**config.mk**
```make
export PLATFORM = sky130hd
export DESIGN_NAME = multi_cycle_ctrl
export DESIGN_NICKNAME = d
export VERILOG_FILES = /design/src/rtl/multi_cycle_ctrl_pkg.sv /design/src/rtl/multi_cycle_ctrl.sv
export SDC_FILE = /design/constraint.sdc
export NUM_CORES = 1
export LEC_CHECK = 0
export CAP_MARGIN = 0
export CELL_PAD_IN_SITES_DETAIL_PLACEMENT = 1
export CELL_PAD_IN_SITES_GLOBAL_PLACEMENT = 2
export CORE_ASPECT_RATIO = 0.6
export CORE_MARGIN = 1.5
export CORE_UTILIZATION = 26
export CTS_CLUSTER_DIAMETER = 120
export DETAILED_ROUTE_END_ITERATION = 7
export PLACE_DENSITY_LB_ADDON = 0.1
export SYNTH_ARGS = -nofsm -noshare
export SYNTH_HDL_FRONTEND = slang
export SYNTH_SLANG_ARGS = --single-unit
```
**constraint.sdc**
```tcl
create_clock -name clk -period 1.77 [get_ports clk]
set_input_delay 0.354 -clock clk [delete_from_list [all_inputs] [get_ports clk]]
set_output_delay 0.354 -clock clk [all_outputs]
set_load 0.01 [all_outputs]
```
**src/rtl/multi_cycle_ctrl_pkg.sv**
```systemverilog
// ============================================================================
// Module  : cpu_defs (package)
// Purpose : State encoding, instruction-class encoding and class decode
//           shared by the multi-cycle MIPS control FSM.
// Revision: 1.0 - initial release
// ============================================================================
`default_nettype none

package cpu_defs;

   localparam int c_STATE_W = 3;

   // Display-visible encoding; codes 6 and 7 are unused and recover to IDLE.
   typedef enum logic [c_STATE_W-1:0] {
      ST_IDLE = 3'd0,
      ST_IF   = 3'd1,
      ST_ID   = 3'd2,
      ST_EXE  = 3'd3,
      ST_MEM  = 3'd4,
      ST_WB   = 3'd5
   } state_t;

   typedef enum logic [2:0] {
      CLS_NOP   = 3'd0,
      CLS_JBR   = 3'd1,
      CLS_LOAD  = 3'd2,
      CLS_STORE = 3'd3,
      CLS_WB    = 3'd4
   } cls_t;

   // Resolves overlapping decoder bits: jbr > load > store > wb > nop.
   function automatic cls_t decode_class(input logic jbr,
                                         input logic load,
                                         input logic store,
                                         input logic wb);
      cls_t c;
      if (jbr)
         c = CLS_JBR;
      else if (load)
         c = CLS_LOAD;
      else if (store)
         c = CLS_STORE;
      else if (wb)
         c = CLS_WB;
      else
         c = CLS_NOP;
      return c;
   endfunction

endpackage

`default_nettype wire

```
**src/rtl/multi_cycle_ctrl.sv**
```systemverilog
// ============================================================================
// Module  : multi_cycle_ctrl
// Purpose : Main control FSM of the multi-cycle MIPS datapath: sequences
//           IF/ID/EXE/MEM/WB, handshakes with stalling memories, supports
//           free-run / single-step and counts retired instructions.
// Revision: 1.0 - initial release
// ============================================================================
`default_nettype none

module multi_cycle_ctrl
   import cpu_defs::*;
#(
   parameter int CNT_W = 32
) (
   input  logic                 clk,
   input  logic                 resetn,
   input  logic                 run,
   input  logic                 step,
   input  logic                 is_jbr,
   input  logic                 is_load,
   input  logic                 is_store,
   input  logic                 is_wb,
   output logic                 imem_req,
   input  logic                 imem_ack,
   output logic                 dmem_req,
   output logic                 dmem_we,
   input  logic                 dmem_ack,
   output logic                 ir_wen,
   output logic                 ab_wen,
   output logic                 alu_out_wen,
   output logic                 mdr_wen,
   output logic                 rf_wen,
   output logic                 pc_wen,
   output logic                 inst_retire,
   output logic [CNT_W-1:0]     retire_cnt,
   output logic [c_STATE_W-1:0] state,
   output logic                 halted
);

   state_t           r_state;
   state_t           w_state_nxt;
   cls_t             r_cls;
   cls_t             w_cls_id;
   logic             w_retire;
   logic [CNT_W-1:0] r_retire_cnt;

   assign w_cls_id = decode_class(is_jbr, is_load, is_store, is_wb);

   // ------------------------------------------------------------------------
   // State, latched class and retire counter
   // ------------------------------------------------------------------------
   always_ff @(posedge clk or negedge resetn) begin
      if (!resetn) begin
         r_state      <= ST_IDLE;
         r_cls        <= CLS_NOP;
         r_retire_cnt <= '0;
      end else begin
         r_state <= w_state_nxt;
         if (r_state == ST_ID)
            r_cls <= w_cls_id;
         if (w_retire)
            r_retire_cnt <= r_retire_cnt + 1'b1;
      end
   end

   // ------------------------------------------------------------------------
   // Next state and per-cycle datapath enables
   // ------------------------------------------------------------------------
   always_comb begin
      w_state_nxt = r_state;
      w_retire    = 1'b0;
      imem_req    = 1'b0;
      ir_wen      = 1'b0;
      ab_wen      = 1'b0;
      alu_out_wen = 1'b0;
      dmem_req    = 1'b0;
      dmem_we     = 1'b0;
      mdr_wen     = 1'b0;
      rf_wen      = 1'b0;

      case (r_state)
         ST_IDLE: begin
            if (run || step)
               w_state_nxt = ST_IF;
         end

         ST_IF: begin
            imem_req = 1'b1;
            if (imem_ack) begin
               ir_wen      = 1'b1;
               w_state_nxt = ST_ID;
            end
         end

         // Class is taken from the live decoder here; later states use r_cls.
         ST_ID: begin
            ab_wen = 1'b1;
            if (w_cls_id == CLS_JBR)
               w_retire = 1'b1;
            else
               w_state_nxt = ST_EXE;
         end

         ST_EXE: begin
            alu_out_wen = 1'b1;
            case (r_cls)
               CLS_LOAD,
               CLS_STORE: w_state_nxt = ST_MEM;
               CLS_WB:    w_state_nxt = ST_WB;
               default:   w_retire    = 1'b1;
            endcase
         end

         ST_MEM: begin
            dmem_req = 1'b1;
            dmem_we  = (r_cls == CLS_STORE);
            if (dmem_ack) begin
               if (r_cls == CLS_STORE) begin
                  w_retire = 1'b1;
               end else begin
                  mdr_wen     = 1'b1;
                  w_state_nxt = ST_WB;
               end
            end
         end

         ST_WB: begin
            rf_wen   = 1'b1;
            w_retire = 1'b1;
         end

         default: w_state_nxt = ST_IDLE;
      endcase

      // Instruction boundary: continue only while run is held.
      if (w_retire)
         w_state_nxt = run ? ST_IF : ST_IDLE;
   end

   assign pc_wen      = w_retire;
   assign inst_retire = w_retire;
   assign retire_cnt  = r_retire_cnt;
   assign state       = r_state;
   assign halted      = (r_state == ST_IDLE);

endmodule

`default_nettype wire

```
[Word level (Yosys, flattened, before mapping)]
Index checks and enable logic that the tools add are counted.
Operators by class
  $add $sub $neg: 1
  multipliers: 0
  div/mod/pow operators: 0
  order comparisons: 0
  equality and inequality tests: 16
  shifts and indexed selects: 0
  muxes and demuxes: 29
  bitwise logic cells: 0
  reduce and logical (&&, ||, !) cells: 5
Operators with widths (count)
  adder 32 x 1 -> 32 bit, second input constant: 1
  two-way mux 3 bit: 10
  case mux 3 bit (6 select lines): 1
  two-way mux 1 bit: 16
  equality test 3 x 2 -> 1 bit, second input constant: 4
  != test 3 bit, second input constant: 4
  equality test 3 bit, second input constant: 3
  AND reduction 7 bit: 1
  equality test 3 x 1 -> 1 bit, second input constant: 2
  case mux 3 bit (2 select lines): 1
  != test 4 bit, second input constant: 1
  case mux 1 bit (4 select lines): 1
  logical NOT 3 bit: 1
  != test 3 x 2 -> 1 bit, second input constant: 1
  OR reduction 3 bit: 1
  != test 2 bit, second input constant: 1
  OR reduction 2 bit: 1
  logical OR 1 bit: 1
Storage, ports and cells
  register bits: 38
  bits in latches: 0
  RAM bits: 0
  memory bits (read-only): 0
  input bits: 10
  output and inout bits: 46
  logic and storage cells: 54
  memories: 0

[Longest topological paths before layout]
  depth in word-level cells: 9
  gate-level depth with buffers: 6
  gate-level depth less buffers: 6

[Least setup slack after synthesis]
No wires, ideal clock.
  path kind: reg-to-output
  from: register r_state[2], in the netlist state[2]
  to: output pc_wen
  data arrival time: 1.577 ns
  required time: 1.416 ns
  setup slack: -0.161 ns
  stages on the path, launching flop included: 6
  path buffers: 2
  path through: dfrtp_1 -> buf_2 -> and3b_1 -> a32oi_2 -> nand2_2 -> buf_4
On the way
  longest elaborated chain between the ends: 2
  elaborated cells between the ends (all ways): 5
  those cells by class: eq/ne (4); mux (1)
Ends and longest elaborated chain
  start: declaration: RTL line multi_cycle_ctrl.sv:40  | state_t r_state;
  start signal: assignment: RTL line multi_cycle_ctrl.sv:58  | r_state <= w_state_nxt;
  equality test 3 bit or equality test 3 x 2 -> 1 bit (tied branches): RTL line multi_cycle_ctrl.sv:81  | case (r_state)
  case mux 1 bit (4 select lines) (*): RTL line multi_cycle_ctrl.sv:81
  end: declaration: RTL line multi_cycle_ctrl.sv:33  | output logic pc_wen,
Mark *: on every way between the ends. The rest lies on a longest branch, timed or not.

[Final worst setup path]
Same ends and word-level chain as after synthesis.

==> results.json <==
{
  "status": "finished, violations left",
  "violations": "setup timing",
  "pin_count": 56,
  "cp_cell_sequence": "buf_6 > nand2_4 > o41a_4 > buf_4 > nand2_4 > buf_6",
  "ir_drop_mv": 0.617,
  "max_freq_mhz": 489,
  "min_period_ns": 2.05,
  "start_util": 0.270,
  "syn-num-nets": 193,
  "timing_worst_setup_path_type": "reg2out",
  "synth.distinct_cells": 41,
  "fillers": 813,
  "finalClockSkew_ns": 0.00682,
  "synth-main-ff-cell": "dfrtp_1",
  "grt_pass1_wl_mm": 9.61,
  "cts.clk_slew.worst_paths_ns": 0.06,
  "p_per_area_nw_per_um2": 1180,
  "cts_tree": "yes",
  "slew-limit-headroom": 0.664,
  "yosysSeqAreaShare": 0.483,
  "grt.overflow.total": 0,
  "p_sw_frac": 0.326,
  "start_kind": "register",
  "syn_inst": 182,
  "cts_buffers": 5,
  "fp-row-count": 24,
  "clock_latency_ns": 0.28,
  "area_delta_synth_final_pct": 81.6,
  "yosysTopAreaCell": "dfrtp_1",
  "p_comb_frac": 0.504,
  "fin_area_um2": 3570,
  "internal-power_w": 0.00285,
  "cp.arrival_ns": 1.69,
  "slew_violations": 0,
  "yosys_warnings": 0,
  "drt-initial-drc-count": 32,
  "cts_buffer_depth": 2,
  "p_sw_w": 0.00137,
  "critical_path.top_delay_family": "compound AO/OA/AOI/OAI gates",
  "crit_path_max_fanout": 5,
  "pwr-share-seq": 0.265,
  "wl_per_cell_um": 14.6,
  "worst_pin_slew_ns": 0.504,
  "finalSetupViolations": 37,
  "drc_errors": 0,
  "setup_slack_ns": -0.275,
  "gp_congestion": 0.714,
  "rr_startpoint": "state[2]",
  "required_ns": 1.42,
  "drt_first_pass_iters": 4,
  "die_w_um": 115,
  "dpl.hpwl_mm": 4.13,
  "rr_worst_depth": 9,
  "hold_violations": 0,
  "n_antenna_cell": 0,
  "grt_usage": 0.153,
  "synth.avg_cell_area_um2": 10.8,
  "nets": 318,
  "clock-sinks": 38,
  "synth_edf_count": 0,
  "cts-htree-levels": 2,
  "synth_area_um2": 1970,
  "antenna_left": 0,
  "wirelength_mm": 6.02,
  "worstHoldPathType": "in2async",
  "crit_path_end_kind": "output pin",
  "io_buffer_count": 55,
  "grt_max_degree": 39,
  "die_h_um": 70.4,
  "cp_slowest_cell": "o41a_4",
  "clockRootBuffer": "clkbuf_16",
  "synth_top_cell_area_share": 0.483,
  "fin_tns_setup_ns": -5.56,
  "drv_cap": 0,
  "timing.rr.end": "retire_cnt[16]",
  "ys_ff_latch": 38,
  "die_area_um2": 8110,
  "vias": 1825,
  "r2r_slack_ns": -0.23,
  "synth_area_leaders": "dfrtp_1, xnor2_1, xor2_1",
  "p_leak_nw": 1.65,
  "drive_gt1_frac": 0.445,
  "synthArstFlopShare": 1.00,
  "clock_power_share": 0.231,
  "rsz0062_at_grt": "yes",
  "grt_pass1_vias": 1896,
  "cp.buffers_inverters": 3,
  "viasPerCell": 4.43,
  "place_area_um2": 3010,
  "critPathMaxStageDelay_ns": 0.49,
  "finalCritPeriodShare": 1.16,
  "core_area_um2": 7300,
  "antenna_found_initial": 0
}
routing by layer:
metal	GRT usage	part of all wire	routed length, um
met4	0.0288	0.0055	33
met2	0.235	0.46	2790
met5	0	0	0
met1	0.221	0.50	2990
met3	0.0347	0.035	208
how the worst max path moves through the flow:
stage	cells past startpoint	startpoint	endpoint
final	6	state[2]	pc_wen
after global routing	8	state[2]	retire_cnt[10]
after CTS	6	state[0]	retire_cnt[28]
after detailed placement	7	dmem_ack	retire_cnt[10]
after global placement	8	dmem_ack	retire_cnt[25]
after floorplan	4	r_cls[1]	pc_wen
power groups by stage:
stage	clock, W	combinational, W	sequential [W]
after floorplan	0	0.000746	0.00116
after global placement	0	0.00163	0.00112
after detailed placement	0	0.00164	0.00112
after CTS	0.00101	0.00192	0.00111
after global routing	0.00104	0.00228	0.00114
final	0.000976	0.00213	0.00112
cell families (layout without fill, tap and decap cells):
| group | Yosys count | count (layout) | synth area share |
|---|---|---|---|
| AOI/OAI and AO/OA | 20 | 20 | 0.0897 |
| xor gates and xnor gates | 32 | 32 | 0.142 |
| adders and majority gates | 1 | 1 | 0.00636 |
| buffers and inverters | 18 | 144 | 0.0407 |
| DFF | 38 | 38 | 0.483 |
| muxes | 2 | 2 | 0.0114 |
| and+or+nand+nor | 71 | 71 | 0.226 |
state kept, by name (all words and copies together), names as in the netlist:
name,flops
r_cls,3
state,3
retire_cnt,32
cells in the mapped netlist (all sizes together) (2+ instances only):
master  instances
dfrtp          38
xnor2          22
inv            14
nand2          11
nor2           11
nor3           11
xor2           10
nand3           9
nand4           7
a21oi           6
o21ai           5
and3            4
and4            4
buf             4
and2            2
mux2            2
nand3b          2
nor3b           2
or3             2
or3b            2
final cells by class:
type	count	area [um^2]	share of cell area
clock buffers	8	166	0.0466
inverters	14	52.6	0.0147
multi-input cells	126	1140	0.320
flip-flops and latches	38	953	0.267
well taps	104	130	0.0364
repair buffers	122	1130	0.315
repair_timing:
| item | CTS | global route |
|---|---|---|
| hold buffers | 0 | 0 |
| endpoints found under the setup margin | 40 | 44 |
| pin swaps | 25 | 17 |
| resized for setup | 82 | 35 |
| setup buffers | 10 | 16 |
placed cells by master (no fill, tap or decap), types with 4 or more instances in the layout:
master	Yosys	final
dfrtp_1	38	36
nor3_2	5	5
buf_4	3	47
a21oi_1	6	5
and4_1	4	4
clkbuf_16	0	5
inv_1	14	12
clkdlybuf4s50_1	0	40
nand2_1	10	5
buf_6	0	24
buf_2	1	4
nor3_4	0	5
nor2_1	11	7
nand4_1	7	7
nand3_2	0	5
nand2_2	1	4
xor2_1	10	10
o21ai_0	4	4
nand3_1	9	4
xnor2_1	22	21
metrics by stage:
| step | setup slack, ns | hold slack (ns) | total power [W] | instances | utilization |
|---|---|---|---|---|---|
| floorplan | -0.0664 | 0.0584 | 0.00190 | 182 | - |
| global placement | -0.548 | 0.449 | 0.00275 | 385 | 0.412 |
| detailed placement | -0.573 | 0.450 | 0.00276 | 385 | 0.412 |
| CTS | -0.222 | 0.152 | 0.00404 | 402 | 0.464 |
| global route | -0.330 | 0.175 | 0.00446 | 412 | 0.489 |
| finish | -0.275 | 0.117 | 0.00422 | 412 | 0.489 |
Note: power is estimated with default switching activity, not from simulation.
